**src/rtl/pps_mem_access_pkg.sv**
```systemverilog
// Shared encodings for the PPS memory-access stage: FSM states, memop type codes
// and load-extension helpers.
package pps_mem_access_pkg;

   typedef enum logic {
      ST_IDLE   = 1'b0,
      ST_ACCESS = 1'b1
   } state_t;

   localparam logic [6:0] tMEM_OP_NULL   = 7'd0;
   localparam logic [6:0] tMEM_OP_WORD   = 7'd1;
   localparam logic [6:0] tMEM_OP_HWORD  = 7'd2;
   localparam logic [6:0] tMEM_OP_BYTE   = 7'd3;
   localparam logic [6:0] tMEM_OP_HWORDU = 7'd4;
   localparam logic [6:0] tMEM_OP_BYTEU  = 7'd5;

   function automatic logic [31:0] ext8(input logic [7:0] b, input logic sgn);
      return {{24{sgn & b[7]}}, b};
   endfunction

   function automatic logic [31:0] ext16(input logic [15:0] h, input logic sgn);
      return {{16{sgn & h[15]}}, h};
   endfunction

endpackage

```
**src/rtl/pps_load_align.sv**
```systemverilog
// Load data alignment: picks the byte/halfword lane from the low address bits and
// sign- or zero-extends it. Purely combinational.
module pps_load_align
   import pps_mem_access_pkg::*;
#(
   parameter int TYPE_W = 7
) (
   input  logic [31:0]       data,
   input  logic [1:0]        addr,
   input  logic [TYPE_W-1:0] op_type,
   output logic [31:0]       result
);

   localparam logic [TYPE_W-1:0] T_NULL   = TYPE_W'(tMEM_OP_NULL);
   localparam logic [TYPE_W-1:0] T_WORD   = TYPE_W'(tMEM_OP_WORD);
   localparam logic [TYPE_W-1:0] T_HWORD  = TYPE_W'(tMEM_OP_HWORD);
   localparam logic [TYPE_W-1:0] T_BYTE   = TYPE_W'(tMEM_OP_BYTE);
   localparam logic [TYPE_W-1:0] T_HWORDU = TYPE_W'(tMEM_OP_HWORDU);
   localparam logic [TYPE_W-1:0] T_BYTEU  = TYPE_W'(tMEM_OP_BYTEU);

   logic [31:0] shifted;
   logic [7:0]  lane;
   logic [15:0] half;

   always_comb begin
      shifted = data >> {addr, 3'b000};
      lane    = shifted[7:0];
      half    = addr[1] ? data[31:16] : data[15:0];
      case (op_type)
         T_NULL,
         T_WORD:   result = data;
         T_HWORD:  result = ext16(half, 1'b1);
         T_HWORDU: result = ext16(half, 1'b0);
         T_BYTE:   result = ext8(lane, 1'b1);
         T_BYTEU:  result = ext8(lane, 1'b0);
         default:  result = '0;
      endcase
   end

endmodule

```
**src/rtl/pps_mem_access.sv**
```systemverilog
// PPS memory-access stage: runs a WAIT_STATES+1 cycle async-SRAM access per memop,
// stalling upstream while in ACCESS; non-memory ops pass to WB in one cycle.
module pps_mem_access
   import pps_mem_access_pkg::*;
#(
   parameter int WAIT_STATES      = 1,
   parameter int ADDR_W           = 18,
   parameter int MEM_OP_TYPE_SIZE = 7
) (
   input  logic                        clk,
   input  logic                        rst,
   input  logic [31:0]                 MEM_Addr_in,
   input  logic [31:0]                 MEM_STData_in,
   input  logic [3:0]                  MEM_bwe_in,
   input  logic                        MEM_memop_in,
   input  logic                        MEM_memwr_in,
   input  logic [MEM_OP_TYPE_SIZE-1:0] MEM_memop_type_in,
   input  logic [4:0]                  MEM_inst_rd_in,
   input  logic                        MEM_RegWrite_in,
   output logic                        MEM_stall_out,
   output logic [31:0]                 WB_Result_out,
   output logic [4:0]                  WB_inst_rd_out,
   output logic                        WB_RegWrite_out,
   output logic [ADDR_W-1:0]           sram_addr,
   output logic [31:0]                 sram_dq_out,
   output logic                        sram_dq_oe,
   input  logic [31:0]                 sram_dq_in,
   output logic                        sram_ce_n,
   output logic                        sram_oe_n,
   output logic                        sram_we_n,
   output logic [3:0]                  sram_be_n
);

   state_t state_q, state_d;
   logic [3:0] cnt_q, cnt_d;

   logic [1:0]                  addr_lo_q;
   logic [3:0]                  bwe_q;
   logic                        memwr_q;
   logic [MEM_OP_TYPE_SIZE-1:0] type_q;
   logic [4:0]                  rd_q;
   logic                        regwrite_q;

   logic       ce_n_d, oe_n_d, we_n_d, dq_oe_d;
   logic [3:0] be_n_d;
   logic       accept, last;
   logic [31:0] load_data;

   assign accept        = (state_q == ST_IDLE) && MEM_memop_in;
   assign last          = (state_q == ST_ACCESS) && (cnt_q == 4'd0);
   assign MEM_stall_out = (state_q == ST_ACCESS);

   always_ff @(posedge clk) begin
      if (rst) begin
         state_q <= ST_IDLE;
         cnt_q   <= 4'd0;
      end else begin
         state_q <= state_d;
         cnt_q   <= cnt_d;
      end
   end

   // SRAM pins are computed one cycle ahead and registered, so the pads see
   // clean edges; defaults are the idle (deasserted) levels.
   always_comb begin
      state_d = state_q;
      cnt_d   = cnt_q;
      ce_n_d  = 1'b1;
      oe_n_d  = 1'b1;
      we_n_d  = 1'b1;
      dq_oe_d = 1'b0;
      be_n_d  = 4'b1111;
      case (state_q)
         ST_IDLE: begin
            if (MEM_memop_in) begin
               state_d = ST_ACCESS;
               cnt_d   = 4'(WAIT_STATES);
               ce_n_d  = 1'b0;
               if (MEM_memwr_in) begin
                  dq_oe_d = 1'b1;
                  be_n_d  = ~MEM_bwe_in;
                  we_n_d  = 1'b0;
               end else begin
                  oe_n_d = 1'b0;
                  be_n_d = 4'b0000;
               end
            end
         end
         ST_ACCESS: begin
            if (cnt_q == 4'd0) begin
               state_d = ST_IDLE;
            end else begin
               cnt_d  = cnt_q - 4'd1;
               ce_n_d = 1'b0;
               if (memwr_q) begin
                  dq_oe_d = 1'b1;
                  be_n_d  = ~bwe_q;
                  // the cycle entered with count 0 is the address/data hold cycle
                  we_n_d  = (cnt_q == 4'd1);
               end else begin
                  oe_n_d = 1'b0;
                  be_n_d = 4'b0000;
               end
            end
         end
         default: state_d = ST_IDLE;
      endcase
   end

   pps_load_align #(
      .TYPE_W (MEM_OP_TYPE_SIZE)
   ) u_align (
      .data    (sram_dq_in),
      .addr    (addr_lo_q),
      .op_type (type_q),
      .result  (load_data)
   );

   always_ff @(posedge clk) begin
      if (rst) begin
         sram_ce_n       <= 1'b1;
         sram_oe_n       <= 1'b1;
         sram_we_n       <= 1'b1;
         sram_be_n       <= 4'b1111;
         sram_dq_oe      <= 1'b0;
         sram_addr       <= '0;
         sram_dq_out     <= '0;
         addr_lo_q       <= '0;
         bwe_q           <= '0;
         memwr_q         <= 1'b0;
         type_q          <= '0;
         rd_q            <= '0;
         regwrite_q      <= 1'b0;
         WB_Result_out   <= '0;
         WB_inst_rd_out  <= '0;
         WB_RegWrite_out <= 1'b0;
      end else begin
         sram_ce_n  <= ce_n_d;
         sram_oe_n  <= oe_n_d;
         sram_we_n  <= we_n_d;
         sram_be_n  <= be_n_d;
         sram_dq_oe <= dq_oe_d;
         if (accept) begin
            sram_addr       <= MEM_Addr_in[ADDR_W+1:2];
            sram_dq_out     <= MEM_STData_in;
            addr_lo_q       <= MEM_Addr_in[1:0];
            bwe_q           <= MEM_bwe_in;
            memwr_q         <= MEM_memwr_in;
            type_q          <= MEM_memop_type_in;
            rd_q            <= MEM_inst_rd_in;
            regwrite_q      <= MEM_RegWrite_in;
            WB_RegWrite_out <= 1'b0;
         end else if (state_q == ST_IDLE) begin
            WB_Result_out   <= MEM_Addr_in;
            WB_inst_rd_out  <= MEM_inst_rd_in;
            WB_RegWrite_out <= MEM_RegWrite_in;
         end else if (last && !memwr_q) begin
            WB_Result_out   <= load_data;
            WB_inst_rd_out  <= rd_q;
            WB_RegWrite_out <= regwrite_q;
         end else begin
            WB_RegWrite_out <= 1'b0;
         end
      end
   end

endmodule

```
**config.mk**
```make
export PLATFORM = sky130hd
export DESIGN_NAME = pps_mem_access
export DESIGN_NICKNAME = d
export VERILOG_FILES = /design/src/rtl/pps_mem_access_pkg.sv /design/src/rtl/pps_load_align.sv /design/src/rtl/pps_mem_access.sv
export SDC_FILE = /design/constraint.sdc
export NUM_CORES = 1
export LEC_CHECK = 0
export CORE_MARGIN = 1.5
export CORE_UTILIZATION = 45
export DETAILED_ROUTE_END_ITERATION = 8
export PLACE_DENSITY = 0.83
export SYNTH_ARGS = -nofsm -noshare
export SYNTH_HDL_FRONTEND = slang
export SYNTH_HIERARCHICAL = 1
export SYNTH_SLANG_ARGS = --single-unit
```
**constraint.sdc**
```tcl
create_clock -name clk -period 2.5 [get_ports clk]
set_clock_uncertainty 0.05 [all_clocks]
set_input_delay 0.75 -clock clk [delete_from_list [all_inputs] [get_ports clk]]
set_output_delay 0.75 -clock clk [all_outputs]
set_load 0.03 [all_outputs]
```
==> metrics, run 1 <==
run status=finished clean; DRT Pass-1 Iters=5; # Post-CTS Setup Buffers=0; Layout fillers=1069; initial antenna violation count=0; top-count cell post-synth=nand2_1; Row Count=41; largest family of logic cells by synthesized area=simple AND/OR/NAND/NOR gates; port buffer count=213; largest net degree at the start of global routing=77; fin. max-slew vios=0; Synth Area in Adders=0.00803; CORE AREA=0.0127 mm^2; # clock sinks=121; overall power=6.48 mW; share of cells above drive strength 1=0.0938; Yosys top cell area share=0.409; CTS resizes=0; Simple-Gate Fraction of Synth Area=0.239; final core occ=0.698; synthesized flop and latch total=121; Initial Util=0.465; RSZ-0062 raised after global routing=no; fin crit period=2.32 ns; DP Cell Count=1078; critical path's top delay family=simple AND/OR/NAND/NOR gates; PD cells=730 mW/mm^2; full die area=0.0139 mm^2; Post-synth EDFFs=0; fin cells=1110; Crit Path Class=flop to flop; nets=1045; CTS buffer count=17; first-pass GRT wire length=29800 um; DR WL/cell=16.5 um; critical path arrival=2.60 ns; critical path cell sequence=nor4_4 > buf_4 > nand4b_2 > o221ai_1 > nand2_1 > a311oi_1; first-iteration detailed-routing DRC count=397; Hold Crit Class=flop to flop; Fmax=0.430 GHz; Post-DRT Antenna Nets=0; post-synthesis mux area share=0.0404; Layout area overhead=50.0%; clk root buf=clkbuf_16; Pleak=3.25 nW; Top FF cell, synth=dfxtp_1; async set-reset flop share out of synthesis=0; vias in the first global route=6016; All-Layer GR Usage=0.267; Required @ worst endpoint=2.77 ns; Fin Setup TNS=0 ns; max_slew headroom=0.594; Post-Synthesis Cells=732; Setup crit start kind=flop; VDD IR max=0.660 mV; H-tree depth=4; leading area contributor after synthesis=dfxtp_1; gpl congestion=0.880; Worst-Margin Slew=0.610 ns; n_diodes=0; xor and xnor area share after synthesis=0.00275; sequential area share after synthesis=0.409; post-DP HPWL=12300 um; DRC Markers=0; syn_area_per_cell=8.09 um^2; top cells by area, synth=dfxtp_1 (41%), nand2_1 (15%), a21oi_1 (6.1%); Syn. warnings=6; Crit path largest cell delay=0.46 ns; Via density=5.54; gr ovfl total=0; vias=6152; synthesized area=0.00592 mm^2; Ports=214; CP max FO=28; DRT Wirelength=18300 um; syn nets=852; # setup viols final=0; Die Wd=118 um; Buf+Inv Stages, Crit Path=1; Synth Area in Compound Gates=0.228; final hold vios=0; CTS clk-pin slew, worst paths=0.06 ns; max-cap violations=0; fin crit share=0.929; Post-CTS Hold Buffers=0; worst skew pair latency=0.42 ns; CTS Buffer Depth=2; CTS tree=yes; chip height=118 um; Crit. End Element=flop; Worst path slowest cell=o221ai_1; Cell variety after synth=46; synth cell count leaders=nand2_1 (230), dfxtp_1 (121), a21oi_1 (72)
## tightest hold or removal path, cell delays in order, from the launching register on
cell,delay (ns)
dfxtp_1,0.30
nand2_1,0.05
a21oi_1,0.05
## kinds of logic (layout without fill, tap and decap cells)
group,Yosys count,count (layout)
adders and majority gates,4,4
xor gates and xnor gates,1,1
AOI/OAI and AO/OA,193,193
DFF,121,121
buffers and inverters,87,293
muxes,13,13
and+or+nand+nor,313,313
## placed cells by master (no fill, tap or decap), types with 2 or more instances in the layout
| cell type | instances |
|---|---|
| clkinvlp_4 | 2 |
| buf_4 | 27 |
| nor3b_1 | 2 |
| dfxtp_1 | 120 |
| o21ai_0 | 4 |
| a21o_1 | 6 |
| a311oi_1 | 36 |
| a21oi_1 | 72 |
| inv_1 | 17 |
| buf_12 | 6 |
| clkbuf_16 | 17 |
| inv_6 | 2 |
| bufinv_16 | 6 |
| a211oi_1 | 37 |
| clkdlybuf4s50_1 | 210 |
| nand3_1 | 8 |
| ha_1 | 3 |
| clkinv_2 | 2 |
| nand2_1 | 230 |
| nand4_1 | 8 |
| o221ai_1 | 14 |
| nor2b_1 | 38 |
| a31oi_1 | 4 |
| nor2_1 | 5 |
| clkinv_4 | 2 |
| mux4_2 | 8 |
| or2b_1 | 4 |
| mux2_2 | 4 |
| nor3_1 | 4 |
| o2bb2ai_1 | 16 |
| and2_1 | 2 |
## power breakdown
group          switching [mW]  internal (mW)  total (mW)
combinational           0.841          0.671        1.51
clock                   0.913           1.87        2.79
sequential              0.110           2.08        2.19
total                    1.86           4.62        6.48
## per-stage QoR
step                      worst slack, ns  hold slack (ns)  instance area, um^2
final                               0.177            0.401                 8880
after global routing               0.0589            0.414                 8880
after CTS                           0.184            0.404                 8880
after detailed placement          -0.0207            0.395                 8210
after global placement           -0.00327            0.389                 8210
after floorplan                     0.607            0.383                 5920
## layout make-up
cell class,count,area [um^2],share of cell area
multi-input cells,524,3070,0.346
well taps,172,215,0.0242
clock inverters,15,246,0.0278
repair buffers,244,2430,0.274
flip-flops and latches,121,2430,0.273
inverters,17,63.8,0.00719
clock buffers,17,425,0.0479
## metal layers
| layer | share of wire | GRT usage | wire length [um] | vias to the layer above |
|---|---|---|---|---|
| met1 | 0.40 | 0.307 | 7250 | 2862 |
| met4 | 0.034 | 0.123 | 627 | 0 |
| met2 | 0.49 | 0.450 | 8920 | 278 |
| met3 | 0.081 | 0.0872 | 1480 | 41 |
| li1 | - | - | - | 2971 |
| met5 | 0 | 0 | 0 | - |
## final timing paths
path | start | endpoint | slack [ns] | cells after the start
max | type_q[3] | WB_Result_out[5] | 0.18 | 6
min | sram_dq_out[1] | sram_dq_out[1] | 0.40 | 2
max reg2reg | type_q[3] | WB_Result_out[5] | 0.18 | 6
min reg2reg | sram_dq_out[1] | sram_dq_out[1] | 0.40 | 2
## registers in the layout, summed over array words and instances (netlist names), 2 cells and up
name / count
WB_Result_out: 32
sram_dq_out: 32
sram_addr: 18
type_q: 7
WB_inst_rd_out: 5
rd_q: 5
bwe_q: 4
cnt_q: 4
sram_be_n: 4
addr_lo_q: 2
(Power assumes the default switching activity.)
==> inputs of run 2 (changes only) <==
- CAP_MARGIN: not set -> 20
==> results of run 2 <==
The final DEF is identical to that of run 1; final timing and power are the same.
==> inputs of run 3 (changes only) <==
- CAP_MARGIN: 20 -> not set
- CORE_UTILIZATION: 45 -> 44
- PLACE_DENSITY: 0.83 -> 0.82
- SYNTH_HIERARCHICAL: 1 -> not set
==> run 3 against run 2 <==
Sequential cell count unchanged; area after synthesis decreased by 6.0%; largest cell class unchanged; cell count decreased by 3.4%; critical endpoint is now WB_Result_out[13]; hold slack improved by 0.0020 ns; sequential power about the same; via count decreased by 1.2%; global-route usage increased by 1.9 points; die area decreased by 3.7%.
==> metrics, run 3 <==
run status=finished clean (unchanged); Fin Setup TNS=0 ns (unchanged); Top FF cell, synth=dfxtp_1 (unchanged); vias=6076 (was 6152); fin crit period=2.30 ns (was 2.32 ns); post-DP HPWL=14000 um (was 12300 um); Hold Crit Start=sram_addr[5] (was sram_dq_out[1]); worst hold stages=2 (unchanged); max-cap violations=0 (unchanged); nets=1012 (was 1045); All-Layer GR Usage=0.286 (was 0.267); Syn. warnings=0 (was 6); Crit Path Class=input pin to flop (was flop to flop); CORE AREA=0.0122 mm^2 (was 0.0127 mm^2); CP max FO=7 (was 28); gr ovfl total=0 (unchanged); DRC Markers=0 (unchanged); worst r2r src=type_q[6] (was type_q[3]); Row Count=40 (was 41); CTS clk-pin slew, worst paths=0.05 ns (was 0.06 ns); max_slew headroom=0.519 (was 0.594); Layout area overhead=54.7% (was 50.0%); first-pass GRT wire length=29400 um (was 29800 um); share of cells above drive strength 1=0.108 (was 0.0938); vias in the first global route=5830 (was 6016); top sig layer=met4 (unchanged); DR WL/cell=18.0 um (was 16.5 um); first-iteration detailed-routing DRC count=553 (was 397); Initial Util=0.458 (was 0.465); Worst path slowest cell=mux4_2 (was o221ai_1); async set-reset flop share out of synthesis=0 (unchanged); synthesized area=0.00557 mm^2 (was 0.00592 mm^2); Endpoint, Worst Hold=sram_addr[5] (was sram_dq_out[1]); Crit. End Element=flop (unchanged); # Post-CTS Setup Buffers=0 (unchanged); final hold vios=0 (unchanged); Via density=5.67 (was 5.54); initial antenna violation count=0 (unchanged); H-tree depth=4 (unchanged); biggest regs=WB_Result_out x32, sram_dq_out x32, sram_addr x18 (unchanged); Hold Crit Class=flop to flop (unchanged); WL met1=7570 um (was 7250 um); chip height=115 um (was 118 um); post-route cell area=0.00861 mm^2 (was 0.00888 mm^2); clk root buf=clkbuf_16 (unchanged); Post-DRT Antenna Nets=0 (unchanged); Post-synth EDFFs=0 (unchanged); Crit path depth=5 (was 6); Crit path largest cell delay=0.52 ns (was 0.46 ns); Worst-Margin Slew=0.719 ns (was 0.610 ns); FF-to-FF End=WB_Result_out[6] (was WB_Result_out[5]); top cells by area, synth=dfxtp_1 (44%), nand2_1 (12%), a21oi_1 (9.7%) (was dfxtp_1 (41%), nand2_1 (15%), a21oi_1 (6.1%)); Pleak=3.21 nW (was 3.25 nW); syn_area_per_cell=8.10 um^2 (was 8.09 um^2); Buf+Inv Stages, Crit Path=1 (unchanged); port buffer count=213 (unchanged); CTS Buffer Depth=2 (unchanged); worst reg-to-reg setup slack=0.22 ns (was 0.18 ns); Placed Area=0.00799 mm^2 (was 0.00821 mm^2); top-count cell post-synth=nand2_1 (unchanged); commonest non-fill, non-tap cells in the layout=clkdlybuf4s50_1 (211), nand2_1 (175), dfxtp_1 (121), a21oi_1 (107), buf_4 (28) (was nand2_1 (230), clkdlybuf4s50_1 (210), dfxtp_1 (120), a21oi_1 (72), nor2b_1 (38)); routed wl met3=1620 um (was 1480 um); largest net degree at the start of global routing=56 (was 77); sequential area share after synthesis=0.435 (was 0.409); synthesized flop and latch total=121 (unchanged); # clock sinks=121 (unchanged); fin. max-slew vios=0 (unchanged); Post-Synthesis Cells=687 (was 732); worst r2r path cells=4 (was 6); Yosys top cell area share=0.435 (was 0.409); fin crit share=0.921 (was 0.929); Setup crit start kind=input pin (was flop); Cell variety after synth=48 (was 46); synth cell count leaders=nand2_1 (175), dfxtp_1 (121), a21oi_1 (108) (was nand2_1 (230), dfxtp_1 (121), a21oi_1 (72)); PD cells=734 mW/mm^2 (was 730 mW/mm^2); met2 routed WL=9280 um (was 8920 um); Crit. Startpoint=sram_dq_in[23] (was type_q[3]); Fmax=0.434 GHz (was 0.430 GHz); CTS buffer count=17 (unchanged); n_diodes=0 (unchanged); # setup viols final=0 (unchanged); critical path's top delay family=multiplexers (was simple AND/OR/NAND/NOR gates); Ports=214 (unchanged); Die Wd=115 um (was 118 um); leading area contributor after synthesis=dfxtp_1 (unchanged); VDD IR max=0.630 mV (was 0.660 mV); DRT Pass-1 Iters=7 (was 5); WHS=0.403 ns (was 0.401 ns); RSZ-0062 raised after global routing=no (unchanged); syn nets=806 (was 852); CTS tree=yes (unchanged); full die area=0.0133 mm^2 (was 0.0139 mm^2); worst skew pair latency=0.41 ns (was 0.42 ns); Post-CTS Hold Buffers=0 (unchanged); Required @ worst endpoint=2.72 ns (was 2.77 ns); commonest non-fill, non-tap cell in the layout=clkdlybuf4s50_1 (was nand2_1); gpl congestion=0.903 (was 0.880); DRT Wirelength=19300 um (was 18300 um); critical path cell sequence=clkdlybuf4s50_1 > mux4_2 > nor4b_2 > a2111oi_0 > nor3_1 (was nor4_4 > buf_4 > nand4b_2 > o221ai_1 > nand2_1 > a311oi_1); critical path arrival=2.52 ns (was 2.60 ns)
[run 3: changes by cell type after synthesis, moves of 13 or more]
cell	delta
a211oi_1	-30
a21oi_1	+36
a311oi_1	-35
mux2i_1	+14
nand2_1	-55
nor2b_1	-20
o21ai_0	+13
o221a_2	+16
o221ai_1	-14
o2bb2ai_1	-16
[run 3: final cells by class]
class	instances	area, um^2
Clock buffer	22	474
Clock inverter	8	144
Fill cell	938	3550
Inverter	25	93.8
Multi-Input combinational cell	484	2850
Sequential cell	121	2420
Tap cell	168	210
Timing Repair Buffer	244	2420
[run 3: what timing repair did]
action                                  in CTS  in global routing
endpoints found under the setup margin       0                 16
endpoints found under the hold margin        0                  0
gates resized for setup                      0                  1
[run 3: cells by family (layout without fill, tap and decap cells)]
family                   count (synthesis)  in the layout  share of synthesized area
AO/OA/AOI/OAI                          218            218                      0.257
XOR/XNOR                                 3              3                    0.00472
adder cells (fa/ha/maj)                  2              2                    0.00449
buffers and inverters                   82            299                     0.0584
flip-flops                             121            121                      0.435
multiplexers                            22             22                     0.0555
AND/OR/NAND/NOR                        239            239                      0.184
[run 3: through the flow]
stage / instances / setup slack (ns) / total power [mW] / util
2_1_floorplan: 687 / 0.455 / 3.05 / -
3_3_place_gp: 1042 / -0.260 / 3.71 / 0.657
3_5_place_dp: 1042 / -0.349 / 3.75 / 0.657
4_1_cts: 1072 / 0.0802 / 6.33 / 0.708
5_1_grt: 1072 / 0.139 / 6.54 / 0.708
6_report: 1072 / 0.198 / 6.32 / 0.708
[run 3: metal layers]
layer	global-route usage	up-vias
met5	0	-
met2	0.471	356
met4	0.143	0
li1	-	2820
met1	0.339	2821
met3	0.0863	79
[run 3: where the power goes]
group	leakage [nW]	internal (mW)	switching, mW
sequential	0.997	2.09	0.103
combinational	1.91	0.690	0.863
clock	0.306	1.73	0.839
total	3.21	4.51	1.81
[run 3: worst max path at each step]
| stage | endpoint | slack [ns] |
|---|---|---|
| after floorplan | WB_Result_out[22] | 0.45 |
| after global placement | WB_Result_out[30] | -0.26 |
| after detailed placement | WB_Result_out[31] | -0.35 |
| after CTS | WB_Result_out[31] | 0.08 |
| after global routing | WB_Result_out[0] | 0.14 |
| final | WB_Result_out[13] | 0.20 |
[run 3: tightest hold or removal path: stages (launching register included)]
cell     delay [ns]
dfxtp_1        0.30
nand2_1        0.05
a21oi_1        0.05
